### config.mk
export PLATFORM = sky130hd
export DESIGN_NAME = accum_seq
export DESIGN_NICKNAME = d
export VERILOG_FILES = /design/src/rtl/accum_seq.sv
export SDC_FILE = /design/constraint.sdc
export NUM_CORES = 1
export LEC_CHECK = 0
export ABC_AREA = 1
export BUFFER_PORTS_ARGS = -buffer_cell sky130_fd_sc_hd__buf_2
export CORE_ASPECT_RATIO = 1.4
export CORE_MARGIN = 2
export CORE_UTILIZATION = 25
export CTS_BUF_LIST = sky130_fd_sc_hd__clkbuf_2 sky130_fd_sc_hd__clkbuf_4 sky130_fd_sc_hd__clkbuf_8
export DETAILED_ROUTE_END_ITERATION = 10
export PLACE_DENSITY = 0.53
export SYNTH_ARGS = -nofsm -noshare
export SYNTH_HDL_FRONTEND = slang
export SYNTH_SLANG_ARGS = --single-unit
### constraint.sdc
create_clock -name clk -period 1.7 [get_ports clk]
set_input_delay 0.17 -clock clk [delete_from_list [all_inputs] [get_ports clk]]
set_output_delay 0.17 -clock clk [all_outputs]
set_load 0.005 [all_outputs]
### src/rtl/accum_seq.sv
// Batch accumulator: takes a counted batch of 21-bit operands, sums them and counts carry-outs.
// Optional build macro SATURATE_EN clamps the sum to all-ones on carry instead of wrapping.
module accum_seq #(
  parameter int N_MAX = 16
) (
  input  logic        clk,
  input  logic        rst,
  input  logic        start,
  input  logic [4:0]  count,
  input  logic        in_valid,
  input  logic [20:0] in_data,
  output logic        in_ready,
  output logic        out_valid,
  output logic [20:0] out_sum,
  output logic [4:0]  out_ovf,
  input  logic        out_ready,
  output logic        busy
);

  typedef enum logic [1:0] {
    IDLE  = 2'd0,
    ACCUM = 2'd1,
    DONE  = 2'd2
  } state_t;

  localparam logic [4:0] N_MAX_W = 5'(N_MAX);

  state_t      state_q;
  logic [20:0] acc_q;
  logic [20:0] acc_d;
  logic [4:0]  ovf_q;
  logic [4:0]  ovf_d;
  logic [4:0]  rem_q;
  logic [4:0]  load_cnt;
  logic        in_ready_q;
  logic        out_valid_q;
  logic        busy_q;
  logic        xfer;
  logic [21:0] sum_full;
  logic        carry;

  always_comb begin
    load_cnt = (count > N_MAX_W) ? N_MAX_W : count;
    xfer     = in_valid && in_ready_q;
    sum_full = {1'b0, acc_q} + {1'b0, in_data};
    carry    = sum_full[21];
`ifdef SATURATE_EN
    // Once pinned at all-ones any further non-zero operand carries again, so it stays pinned.
    acc_d    = carry ? 21'h1FFFFF : sum_full[20:0];
`else
    acc_d    = sum_full[20:0];
`endif
    ovf_d    = (carry && (ovf_q != 5'd31)) ? ovf_q + 5'd1 : ovf_q;
  end

  always_ff @(posedge clk) begin
    if (rst) begin
      state_q     <= IDLE;
      acc_q       <= '0;
      ovf_q       <= '0;
      rem_q       <= '0;
      in_ready_q  <= 1'b0;
      out_valid_q <= 1'b0;
      busy_q      <= 1'b0;
    end else begin
      case (state_q)
        IDLE: begin
          if (start) begin
            acc_q  <= '0;
            ovf_q  <= '0;
            busy_q <= 1'b1;
            if (load_cnt == 5'd0) begin
              state_q     <= DONE;
              rem_q       <= '0;
              out_valid_q <= 1'b1;
            end else begin
              state_q    <= ACCUM;
              rem_q      <= load_cnt;
              in_ready_q <= 1'b1;
            end
          end
        end
        ACCUM: begin
          if (xfer) begin
            acc_q <= acc_d;
            ovf_q <= ovf_d;
            rem_q <= rem_q - 5'd1;
            if (rem_q == 5'd1) begin
              state_q     <= DONE;
              in_ready_q  <= 1'b0;
              out_valid_q <= 1'b1;
            end
          end
        end
        DONE: begin
          if (out_ready) begin
            state_q     <= IDLE;
            out_valid_q <= 1'b0;
            busy_q      <= 1'b0;
          end
        end
        default: begin
          state_q     <= IDLE;
          in_ready_q  <= 1'b0;
          out_valid_q <= 1'b0;
          busy_q      <= 1'b0;
        end
      endcase
    end
  end

  // Sum and carry count are the live accumulator; only out_valid qualifies them.
  assign in_ready  = in_ready_q;
  assign out_valid = out_valid_q;
  assign out_sum   = acc_q;
  assign out_ovf   = ovf_q;
  assign busy      = busy_q;

endmodule

After elaboration in Yosys (flattened, before gate mapping)

Cells that the tools add are included.

Mux-type cells: 31
Reduce and logical (&&, ||, !) cells: 11
Equal/unequal tests: 11
Add/subtract/negate cells: 3
Magnitude comparators: 1
Bitwise gates (word level): 2

Operator list:

| kind                                                  | count |
|---|---|
| 2-to-1 mux 21 bit                                     | 2 |
| case mux 21 bit (2 select lines)                      | 1 |
| 2-to-1 mux 5 bit                                      | 7 |
| adder 21 x 21 -> 22 bit                               | 1 |
| case mux 5 bit (2 select lines)                       | 2 |
| inequality test 2 bit (second input constant)         | 7 |
| 2-to-1 mux 1 bit                                      | 10 |
| 2-to-1 mux 2 bit                                      | 5 |
| AND reduction 5 bit                                   | 2 |
| case mux 1 bit (3 select lines)                       | 3 |
| AND reduction 4 bit                                   | 2 |
| case mux 2 bit (3 select lines)                       | 1 |
| AND reduction 3 bit                                   | 2 |
| adder 5 x 1 -> 5 bit (second input constant)          | 1 |
| == test 5 x 1 -> 1 bit (second input constant)        | 1 |
| greater-than comparator 5 bit (second input constant) | 1 |
| logical NOT 5 bit                                     | 1 |
| inequality test 5 bit (second input constant)         | 1 |
| subtractor 5 x 1 -> 5 bit (second input constant)     | 1 |
| == test 2 x 1 -> 1 bit (second input constant)        | 1 |
| == test 2 bit (second input constant)                 | 1 |
| logical AND 1 bit                                     | 2 |
| logical NOT 2 bit                                     | 1 |
| inverter 1 bit                                        | 2 |
| nonzero test 2 bit                                    | 1 |

Bits in registers: 36
Input port bits: 31
Output and inout bits: 29
Logic and storage cells: 66

Logic depth before layout (Yosys ltp)

Depth in word-level cells: 6
Mapped depth: 15
Depth with buffers taken out: 15

Worst setup path after synthesis

No wires, ideal clock.

Kind: flip-flop to flip-flop
From: register acc_q[0], in the netlist out_sum[0]
To: register acc_q[18], in the netlist out_sum[18]
Cell stages (with the launch flop): 16
Required time: 1,568 ps
Slack: -127 ps
Buffers on the path: 0
Data arrival time: 1,695 ps
Library setup time: 132 ps
Clock period less this slack: 1,827 ps
Cell sequence: dfxtp_1 > ha_1 > inv_1 > fa_1 > inv_1 > nand3_1 > nand2_1 > nand2_1 > nand2_1 > nand2_1 > nand2_1 > nand2_1 > nand2_1 > nand2_1 > nand3_1 > a21oi_1

Cells in the longest elaborated chain, start to end: 3

RTL lines:

| what                             | RTL line | source |
|---|---|---|
| start, declared                  | 29       | `logic [20:0] acc_q;` |
| start signal, assigned           | 59       | `acc_q <= '0;` |
| start signal, assigned           | 69       | `acc_q <= '0;` |
| start signal, assigned           | 85       | `acc_q <= acc_d;` |
| adder 21 x 21 -> 22 bit          | 45       | `sum_full = {1'b0, acc_q} + {1'b0, in_data};` |
| 2-to-1 mux 21 bit                | 84       | `if (xfer) begin` |
| case mux 21 bit (2 select lines) | 66       | `case (state_q)` |

Every way passes these cells. The select of a mux whose other input is x is not followed.
A chain may end at the register's enable or synchronous reset.

Final worst setup path

From: register acc_q[0], in the netlist out_sum[0]
To: register acc_q[8], in the netlist out_sum[8]

The elaborated chain is that of the path after synthesis.

==> impl_metrics.tcl <==
set metrics [dict create \
    status "complete, but fails checks" \
    violations "negative setup slack" \
    port-buffer-count 59 \
    grt_max_degree 26 \
    io_pins 60 \
    r2r_start "out_sum[0]" \
    hold_buffers 0 \
    cp_slowest_cell "dfxtp_2" \
    rsz0062_at_grt "true" \
    final_hold_viol_count 0 \
    cts_sinks 36 \
    n_antenna_cell 0 \
    max_cap_violations 0 \
    peakVddDrop_uv 271 \
    worst_pin_slew_ps 349 \
    fillers 1176 \
    cp_num_buf_inv 3 \
    routedWlPerCell_um 13.7 \
    numCtsBuffers 5 \
    synth_edf_count 0 \
    die-area_um2 12200 \
    hold_path_class "primary input to flip-flop" \
    p_leak_uw 0.00212 \
    ant_nets 0 \
    initial_core_util_pct 25.8 \
    postLayoutSetupSlackWorst_ps -148 \
    cts_tree "yes" \
    drt_pass1_iterations 4 \
    gp_congestion 0.889 \
    ys_warn_count 0 \
    yosysMostFrequentCell "nand2_1" \
    postSynthAreaPerCell_um2 6.38 \
    htree_levels 2 \
    reg2reg_depth 12 \
    synth_top_cell_by_area "dfxtp_1" \
    slew_violations 0 \
    finalSetupViolCount 9 \
    die_h_um 130 \
    routed_wirelength_um 9790 \
    period_share_pct 109 \
    grt_first_pass_wirelength_um 15600 \
    clk_pin_slew_ps 80 \
    skew_ps 10.7 \
    cpPeakStageDelay_ps 350 \
    cts-root-buf "clkbuf_8" \
    critPathCaptureType "flip-flop" \
    vias 3378 \
    final_layout_size_suffix_gt1_share_pct 49.1 \
    clock_latency_ps 310 \
    path_delay_family "adder cells" \
    register_area_um2 737 \
    synth_commonest_cells "125 x nand2_1, 57 x a21oi_1, 43 x nor2_1" \
    seq_area_frac_synth_pct 25.6 \
    crit_arrival_ps 2080 \
    num_rows 45 \
    die_w_um 93.7 \
    grt_pass1_vias 3449 \
    crit_required_ps 1930 \
    area_growth_pct 60.9 \
    layout.nets 631 \
    fin_tns_setup_ps -722 \
    dp_hpwl_um 7220 \
    start_kind "flip-flop" \
    grt_usage_pct 16.3 \
    synth_flop_cell "dfxtp_1" \
    syn_area_um2 2820 \
    fin_crit_ps 1850 \
    crit_path_frequent_cell "inv_2" \
    globalRouteOverflowTotal 0 \
    drtIter0Drc 94 \
    synth_nets 499 \
    synth_seq_cells 36 \
    core_um2 10900 \
    synthTopCellsByArea "dfxtp_1 26%, nand2_1 17%, ha_1 11%" \
    path_class "flip-flop to flip-flop" \
    power_density_nw_per_um2 557 \
    cp-startpoint "out_sum[0]" \
    fmax_ghz 0.541 \
    async_reset_ff_share_pct 0 \
    place_ws_ps -198 \
    avgViaCountPerCell 4.72 \
    synth.top_cell.area_share_pct 25.6 \
    synth.distinct_cells 42 \
    crit_fanout 3 \
    slew-limit-headroom_pct 76.7 \
    cts_buffer_depth 2 \
    antenna_found_initial 0 \
    regToRegEndpoint "out_sum[8]" \
    post-route-drc-count 0 \
    syn-instance-count 442 \
    path_depth 12 \
    path_cells "ha_4 -> inv_2 -> fa_2 -> inv_2 -> nand3_2 -> nand2_2 -> nand2_1 -> o211ai_1 -> buf_4 -> or2_2 -> nand3_1 -> a21oi_1" \
    multi_input_area_um2 2460 \
    r2r_slack_ps -150 \
    crit_path_end "out_sum[8]" \
]
tightest hold or removal path: stages:
cell and delay, ps:
buf_2 90, nor3_1 50, inv_2 50, a21oi_1 50
what timing repair did:
item,4_1_cts,5_1_grt
endpoints found under the hold margin,0,0
setup endpoints to repair,18,20
pin swaps,20,31
buffers inserted,7,6
resized for setup,52,93
final cells by class:
class,instances,area share (%)
Multi-Input combinational cell,349,54.3
Timing Repair Buffer,132,19.1
Sequential cell,36,16.2
Inverter,50,4.30
Tap cell,141,3.89
Clock buffer,7,2.12
routing by layer:
metal	up-vias	global-route usage (%)	part of all wire [%]
met5	-	0	0
met4	0	7.25	2.4
met3	15	2.44	2.8
met2	57	31.4	55
met1	1585	17.0	40
li1	1721	-	-
cell families (layout without fill, tap and decap cells):
group,after synthesis,count (layout),share of synthesized area [%]
AND/OR/NAND/NOR,228,228,35.7
AO/OA/AOI/OAI,94,94,18.3
buffers and inverters,57,189,8.34
flip-flops,36,36,25.6
adder cells (fa/ha/maj),26,26,11.8
XOR/XNOR,1,1,0.311
metrics by stage:
step | hold WS (ps) | cells | total power, uW | cell area [um2] | utilization (%)
after floorplan | 330 | 442 | 1410 | 2850 | -
after global placement | 452 | 697 | 1680 | 3740 | 34.2
after detailed placement | 454 | 697 | 1690 | 3740 | 34.2
after CTS | 137 | 711 | 2480 | 4230 | 38.7
after global routing | 150 | 715 | 2670 | 4540 | 41.5
final | 143 | 715 | 2520 | 4540 | 41.5
registers in the layout, summed over array words and instances, names as in the netlist:
signal,count
in_ready,1
out_valid,1
busy,1
rem_q,5
state_q,2
out_ovf,5
out_sum,21
placed cells by master, fill, tap and decap left out, types with 3 or more instances in the layout:
| cell type | count |
|---|---|
| a21oi_2 | 14 |
| nor2_4 | 5 |
| nor3_1 | 4 |
| ha_1 | 5 |
| nor2_1 | 33 |
| nand4_1 | 3 |
| ha_4 | 20 |
| o21ai_1 | 13 |
| nand3_1 | 20 |
| nand3_2 | 8 |
| o21ai_0 | 10 |
| a21oi_1 | 43 |
| dfxtp_1 | 23 |
| buf_2 | 59 |
| inv_1 | 34 |
| nand2_2 | 33 |
| nor2_2 | 7 |
| clkbuf_8 | 7 |
| inv_2 | 13 |
| nor3_2 | 3 |
| buf_6 | 6 |
| nand3b_1 | 4 |
| nand2_1 | 87 |
| dfxtp_2 | 13 |
| nand2_4 | 12 |
| buf_4 | 67 |
| a21o_1 | 3 |
power breakdown:
group | leakage, uW | total, uW | internal (uW) | switching [uW]
Sequential | 0.000299 | 939 | 894 | 45.3
Combinational | 0.00177 | 891 | 380 | 511
Clock | 0.0000503 | 695 | 361 | 333
worst min path at each step:
stage	endpoint	cells after the start	startpoint	slack (ps)
finish	state_q[1]	4	out_ready	140
global route	state_q[1]	4	out_ready	150
CTS	rem_q[0]	3	count[0]	140
detailed placement	out_valid	2	out_valid	450
global placement	out_valid	2	out_valid	450
floorplan	rem_q[2]	2	count[2]	330
Power figures use the tool's default switching activity.
